`src/rtl/brtag_alloc_pkg.sv`:
```
// brtag_alloc_pkg: tag-count derivation, kill-vector test and wrapping pointer increment shared with execute
package brtag_alloc_pkg;
  localparam int MAX_W = 8;
  localparam int MAX_NTAG = 1 << MAX_W;
  function automatic int ntag_of(input int w);
    return 1 << w;
  endfunction
  function automatic logic killf(input logic [MAX_NTAG-1:0] kill, input logic [MAX_W-1:0] tag);
    return kill[tag];
  endfunction
  function automatic logic [MAX_W-1:0] ptr_inc(input logic [MAX_W-1:0] p, input int w);
    return (p + 1'b1) & MAX_W'(ntag_of(w) - 1);
  endfunction
endpackage

```
`src/rtl/brtag_alloc_brkill_first.sv`:
```
// brtag_alloc_brkill_first: first set bit of vec_i scanning circularly upward from start_i
module brtag_alloc_brkill_first #(
  parameter int W = 4,
  localparam int N = 1 << W
) (
  input  logic [N-1:0] vec_i,
  input  logic [W-1:0] start_i,
  output logic         found_o,
  output logic [W-1:0] idx_o
);
  logic [N-1:0] rot;
  logic [W-1:0] off;
  for (genvar j = 0; j < N; j++) begin : g_rot
    assign rot[j] = vec_i[start_i + W'(j)];
  end
  always_comb begin
    off = '0;
    for (int k = N - 1; k >= 0; k--) off = rot[k] ? W'(k) : off;
  end
  assign found_o = |vec_i;
  assign idx_o = start_i + off;
endmodule

```
`src/rtl/brtag_alloc.sv`:
```
// brtag_alloc: circular branch-tag allocator with in-order commit, kill rollback and full back-pressure
module brtag_alloc
  import brtag_alloc_pkg::*;
#(
  parameter int WIDTH_BRM = 4,
  localparam int NTAG = ntag_of(WIDTH_BRM)
) (
  input  logic                 i_clk,
  input  logic                 i_rst_n,
  input  logic                 i_alloc,
  input  logic                 i_commit,
  input  logic [NTAG-1:0]      i_brkill,
  output logic [WIDTH_BRM-1:0] o_brmask,
  output logic [WIDTH_BRM-1:0] o_alloc_tag,
  output logic                 o_alloc_ack,
  output logic                 o_full,
  output logic [WIDTH_BRM-1:0] o_count,
  output logic [NTAG-1:0]      o_live
);
  logic [WIDTH_BRM-1:0] head_q, head_d, tail_q, tail_d, kill_idx;
  logic kill_hit, commit_ok;
  assign o_count = tail_q - head_q;
  assign o_full = o_count == WIDTH_BRM'(NTAG - 1);
  assign o_brmask = tail_q;
  assign o_alloc_tag = tail_q;
  for (genvar i = 0; i < NTAG; i++) begin : g_live
    assign o_live[i] = WIDTH_BRM'(WIDTH_BRM'(i) - head_q) <= o_count;
  end
  assign o_alloc_ack = i_alloc & ~o_full & ~|i_brkill;
  assign commit_ok = i_commit & (o_count != '0) & ~killf(MAX_NTAG'(i_brkill), MAX_W'(head_q));
  brtag_alloc_brkill_first #(.W(WIDTH_BRM)) u_first (
    .vec_i  (i_brkill & o_live),
    .start_i(head_q),
    .found_o(kill_hit),
    .idx_o  (kill_idx)
  );
  assign head_d = commit_ok ? WIDTH_BRM'(ptr_inc(MAX_W'(head_q), WIDTH_BRM)) : head_q;
  assign tail_d = kill_hit ? kill_idx : o_alloc_ack ? WIDTH_BRM'(ptr_inc(MAX_W'(tail_q), WIDTH_BRM)) : tail_q;
  always_ff @(posedge i_clk or negedge i_rst_n) begin
    if (!i_rst_n) begin
      head_q <= '0;
      tail_q <= '0;
    end else begin
      head_q <= head_d;
      tail_q <= tail_d;
    end
  end
endmodule

```
`config.mk`:
```
export PLATFORM = sky130hd
export DESIGN_NAME = brtag_alloc
export DESIGN_NICKNAME = d
export VERILOG_FILES = /design/src/rtl/brtag_alloc_pkg.sv /design/src/rtl/brtag_alloc_brkill_first.sv /design/src/rtl/brtag_alloc.sv
export SDC_FILE = /design/constraint.sdc
export NUM_CORES = 1
export LEC_CHECK = 0
export CORE_AREA = 2 2 80 82
export CTS_BUF_LIST = sky130_fd_sc_hd__clkbuf_8
export DETAILED_ROUTE_END_ITERATION = 12
export DIE_AREA = 0 0 82 84
export DONT_BUFFER_PORTS = 1
export GPL_TIMING_DRIVEN = 0
export PLACE_DENSITY = 0.79
export SLEW_MARGIN = 5
export SYNTH_ARGS = -nofsm -noshare
export SYNTH_HDL_FRONTEND = slang
export SYNTH_SLANG_ARGS = --single-unit
```
`constraint.sdc`:
```
create_clock -name i_clk -period 5.7 [get_ports i_clk]
set_input_delay 0.57 -clock i_clk [delete_from_list [all_inputs] [get_ports i_clk]]
set_output_delay 0.57 -clock i_clk [all_outputs]
set_load 0.1 [all_outputs]
```
== After elaboration in Yosys (flattened, before gate mapping) ==
Cells that the tools add are included.
Word-level totals
  register bits: 8
  input port bits: 20
  output and inout port bits: 30
Operators by class
  add/sub/neg operators: 35
  magnitude comparators: 33
  equality and inequality tests: 1
  muxes and demuxes: 52
  bitwise logic cells: 7
  reduce and logical (&&, ||, !) cells: 5
Operators by type and width (count)
  $lt A4 B5 Y1 const B: 16
  $mux W4: 18
  $bmux W1 S4: 17
  $le A4 B4 Y1: 16
  $add A4 B4 Y4 const B: 8
  $reduce_or A16 Y1: 2
  $sub A4 B4 Y4 const A: 8
  $mux W1: 17
  $add A4 B3 Y4 const B: 4
  $and A16 B16 Y16: 1
  $sub A3 B4 Y4 const A: 4
  $add A4 B1 Y4 const B: 3
  $lt A4 B9 Y1 const B: 1
  $add A4 B2 Y4 const B: 2
  $sub A1 B4 Y4 const A: 2
  $sub A2 B4 Y4 const A: 2
  $add A4 B4 Y4: 1
  $and A1 B1 Y1: 4
  $eq A4 B4 Y1 const B: 1
  $reduce_bool A4 Y1: 1
  $sub A4 B4 Y4: 1
  $not A1 Y1: 2
  $reduce_bool A2 Y1: 1
  $logic_not A1 Y1: 1

== Depth between registers and ports, before layout ==
  depth after elaboration: 23
  mapped depth: 28
  mapped depth without buffers: 25

== Hierarchy ==
A second synthesis with hierarchy kept.
Unflattened totals
  cells, all modules: 349
  area, all modules: 3234.4 µm²
By module, submodules not included
  brtag_alloc: instances 1, cells each 216, area an instance 1780.5 µm², sequential area each 200.2 µm²
  brtag_alloc_brkill_first: instances 1, cells each 133, area an instance 1453.9 µm², sequential area each 0.0 µm²

== Worst setup path before layout ==
No wires, ideal clock.
  path type: register to register
  from: reg tail_q[0], in the netlist o_alloc_tag[0]
  to: reg tail_q[1], in the netlist o_alloc_tag[1]
  setup time: 0.083 ns
  arrival time: 9.708 ns
  required time: 5.617 ns
  slack: -4.090 ns
  cell stages (with the launch flop): 12
  path buffers: 0
  clock period less this slack: 9.790 ns
  cell sequence: dfrtp_1 inv_1 ha_1 inv_1 fa_1 xor2_1 inv_2 nor4_1 nor4_1 nor4b_1 a21oi_1 o21ai_0
On the way
  elaborated cells between the ends (all ways): 76
RTL lines
  from (decl): RTL line brtag_alloc.sv:20  | logic [WIDTH_BRM-1:0] head_q, head_d, tail_q, tail_d, kill_idx;
  from (signal assigned): RTL line brtag_alloc.sv:45  | tail_q <= tail_d;
  $sub A4 B4 Y4: RTL line brtag_alloc.sv:22  | assign o_count = tail_q - head_q;
  net o_count[2]: RTL line brtag_alloc.sv:17  | output logic [WIDTH_BRM-1:0] o_count,
  $eq A4 B4 Y1: RTL line brtag_alloc.sv:23  | assign o_full = o_count == WIDTH_BRM'(NTAG - 1);
  net o_full: RTL line brtag_alloc.sv:16  | output logic o_full,
  $not A1 Y1: RTL line brtag_alloc.sv:29  | assign o_alloc_ack = i_alloc & ~o_full & ~|i_brkill;
  $and A1 B1 Y1 (2 in a row): RTL line brtag_alloc.sv:29
  net o_alloc_ack: RTL line brtag_alloc.sv:15  | output logic o_alloc_ack,
  $reduce_bool A2 Y1 (no line)
The timed path passes the listed nets, and every way through them passes these cells. The select of a mux whose other input is x is not followed.
A chain may end at the register's enable or synchronous reset.

== Worst setup path after layout ==
  from: reg tail_q[0], in the netlist o_alloc_tag[0]
  to: reg tail_q[3], in the netlist o_alloc_tag[3]
On the way
  cells in the longest elaborated chain, start to end: 23
  elaborated cells between the ends (all ways): 76
RTL lines
  $sub A4 B4 Y4 (*): RTL line brtag_alloc.sv:22
  net o_count[1]: RTL line brtag_alloc.sv:17
  $le A4 B4 Y1: RTL line brtag_alloc.sv:27  | assign o_live[i] = WIDTH_BRM'(WIDTH_BRM'(i) - head_q) <= o_count;
  $and A16 B16 Y16: RTL line brtag_alloc.sv:32  | .vec_i (i_brkill & o_live),
  $bmux W1 S4: RTL line brtag_alloc_brkill_first.sv:14  | assign rot[j] = vec_i[start_i + W'(j)];
  $mux W1 (implied by the code): RTL line brtag_alloc_brkill_first.sv:14
  $mux W4 (16 in a row): RTL line brtag_alloc_brkill_first.sv:18  | for (int k = N - 1; k >= 0; k--) off = rot[k] ? W'(k) : off;
  $add A4 B4 Y4: RTL line brtag_alloc_brkill_first.sv:21  | assign idx_o = start_i + off;
  $mux W4: RTL line brtag_alloc.sv:38  | assign tail_d = kill_hit ? kill_idx : o_alloc_ack ? WIDTH_BRM'(ptr_inc(MAX_W'(tail_q), WIDTH_BRM)) : tail_q;
The timed path passes the listed nets; every way through them passes the cells marked *. The select of a mux whose other input is x is not followed.

==> metrics.yaml <==
clock_network:
  clkSinkCount: 8
  clockBufferDepth: 2
  path_clk_slew_ns: 0.04
  cts_made_buffers: 3
  cts_tree: "yes"
  insertion_delay_ns: 0.23
  clock-root-buffer: "clkbuf_8"
  h-tree-depth: 1
die:
  coreArea_mm2: 0.006096
  ios: 50
  die_area_mm2: 0.006888
  die_h_um: 84
  fp.dieW_um: 82
  floorplan.rows: 29
  initial_core_util_pct: 58.87
worst_setup_path:
  rrSetupSlack_ns: -0.63
  required_ns: 5.79
  crit_slowest_cell: "fa_2"
  arrival_ns: 6.42
  critical_path.max_stage_delay_ns: 0.94
  critPathLaunch: "o_alloc_tag[0]"
  critical_path_class: "reg2reg"
  cp_common_cell: "mux2i_1"
  start_kind: "flop"
  r2r-start: "o_alloc_tag[0]"
  critPathMaxFanout: 7
  cp_cell_sequence: "inv_4, ha_4, inv_2, fa_2, inv_6, ha_1, nand2b_1, a32oi_1, nand3_1, a211oi_1, nand3b_1, mux4_2, mux2i_1, mux2i_1, nand4_1, nand2b_1, a31oi_2, ha_1, a21oi_2, xnor2_1, xnor2_1, mux2i_1"
  endpoint_kind: "flop"
placed_design:
  hpwl_um: 10850
  place_inst: 557
  gp_congestion: 1.015
  portBuffers: 0
timing:
  finalHoldViolCount: 0
  setup_slack_ns: -0.6279
  rsz0062_at_grt: "yes"
  relSlewSlack_pct: 25.94
  fin_skew_ns: 0.003637
  worst_pin_slew_ns: 1.113
  timing.fmax_mhz: 158.0
  period_minus_slack_ns: 6.328
  tns_ns: -1.846
  holdWs_ns: 0.03659
  slew_violations: 0
  period_share_pct: 111.0
  setup_violations: 4
synthesis:
  netlist_instances: 474
  synth-edff-count: 0
  synth_xor_xnor_area_share_pct: 5.858
  synth_top_cell_by_area: "ha_1"
  async_flop_share_pct: 100.0
  synth_nets: 528
  ys.flop_type: "dfrtp_1"
  ys_seq_elements: 8
  synth.avg_cell_area_um2: 7.571
  netlist_area_mm2: 0.003588
  yosysWarnings: 0
  synthDistinctLibCells: 81
  synth_compound_area_share_pct: 30.82
  ys_seq_area_share_pct: 5.579
  synthMuxAreaShare_pct: 13.15
  synthAdderAreaFrac_pct: 13.21
  synth.top_cells.by_area: "ha_1 11%, mux4_2 6.3%, dfrtp_1 5.6%, xnor2_1 4.6%, nand2_1 4.4%"
  synth_top_family_by_area: "compound AO/OA/AOI/OAI gates"
  yosysTopAreaCellShare_pct: 11.16
  synth-simple-area-share_pct: 23.22
flow_run:
  drv_cap: 0
layout:
  drive_above_1_share_pct: 30.57
  finalNonFillerCells: 584
  diodes: 0
  final_nets: 563
  fillCellCount: 458
  syn2layout_area_growth_pct: 25.49
  utilization_pct: 73.87
routing:
  vias_per_cell: 7.632
  drt_first_iter_violations: 595
  totalWireLength_um: 14930
  post-route-drc-count: 0
  final_antenna_net_count: 0
  wl_per_cell_um: 25.56
  num_vias: 4457
  detail_route.first_pass.iterations: 8
global_routing:
  grt_max_degree: 16
  grt_pass1_wl_um: 22220
  track_usage_pct: 42.36
  grt_pass1_vias: 4213
  antenna_found_initial: 0
  gr-total-overflow: 0
min_path:
  hp-class: "in2async"
outcome:
  outcome: "finished with violations"
  violations: "negative setup slack"
## logic make-up (layout without fill, tap and decap cells)
kind of cell / count (synthesis) / after routing
simple gates: 161 / 161
compound gates: 159 / 159
flops: 8 / 8
mux: 29 / 29
buf+inv: 56 / 89
fa+ha+maj: 37 / 37
xor+xnor: 24 / 24
## placed cells by master (no fill, tap or decap), types with 7 or more instances in the layout
| master | instances |
|---|---|
| ha_4 | 7 |
| buf_4 | 29 |
| nor3_1 | 7 |
| xnor2_1 | 19 |
| nand4_1 | 8 |
| buf_6 | 8 |
| o21ai_0 | 19 |
| ha_1 | 24 |
| a21oi_1 | 26 |
| mux4_2 | 13 |
| o21a_1 | 10 |
| o211ai_1 | 12 |
| nand3_1 | 15 |
| nand2b_1 | 9 |
| nand2_1 | 38 |
| a211oi_1 | 7 |
| mux2i_1 | 12 |
| nor2_1 | 32 |
| inv_1 | 25 |
## layout make-up
type | instances | area (µm²) | share of cell area (%)
multi-input combinational | 410 | 3556 | 78.97
timing repair buffer | 30 | 279.0 | 6.196
sequential | 8 | 210.2 | 4.668
buffer | 23 | 171.4 | 3.807
inverter | 33 | 148.9 | 3.306
tap | 77 | 96.34 | 2.139
clock buffer | 3 | 41.29 | 0.9169
## worst max-delay path: cells and delay by family, from the launching register on
kind                     cells  cell delay, ns
multiplexers                 4            0.85
adder cells (fa/ha/maj)      4            1.78
AO/OA/AOI/OAI                4            1.19
AND/OR/NAND/NOR              5            1.04
buffers and inverters        3            0.31
flip-flops                   1            0.65
XOR/XNOR                     2            0.35
## synth_stat cells (all sizes together) (4+ instances only)
cell and n:
clkbuf 5, ha 32, o211ai 12, inv 30, nor4 7, mux4 13
nand2b 9, xor2 5, a31oi 5, nand2 45, dfrtp 8, mux2i 13
nor2 35, a21oi 31, o32a 4, buf 18, o31ai 5, nand3 20
nor3 9, a211oi 8, a21o 6, o21ai 28, o2111ai 6, nor2b 8
nand4 8, o21a 11, o22ai 8, xnor2 19
## routing by layer
metal	routed length, µm	track usage, %
met3	1666	8.658
met1	5493	54.40
met2	6909	68.14
met5	0	0
met4	858	17.27
## worst paths after layout
kind,endpoint,cells after the start
min in group i_clk,head_q[0],3
max,o_alloc_tag[3],22
min,o_alloc_tag[1],0
min reg2reg,o_alloc_tag[2],3
max in group asynchronous,o_alloc_tag[0],0
max reg2reg,o_alloc_tag[3],22
## per-stage QoR
stage	area, µm²	setup WS, ns
CTS	4303	-0.4463
floorplan	3771	-0.1710
global placement	3867	-1.231
finish	4503	-0.6279
detailed placement	3976	-1.412
global route	4503	-0.8122
## flip-flops by register name (all words and copies together), names as in the netlist
signal,flops
o_alloc_tag,4
head_q,4
## timing repair
action,4_1_cts,5_1_grt
endpoints found under the setup margin,4,4
pin swaps,17,17
buffers inserted,16,8
hold buffers,0,0
gates resized for setup,38,33
Power is not shown: default switching activity piles up to over one toggle a cycle in this logic, so the estimate is an artifact.
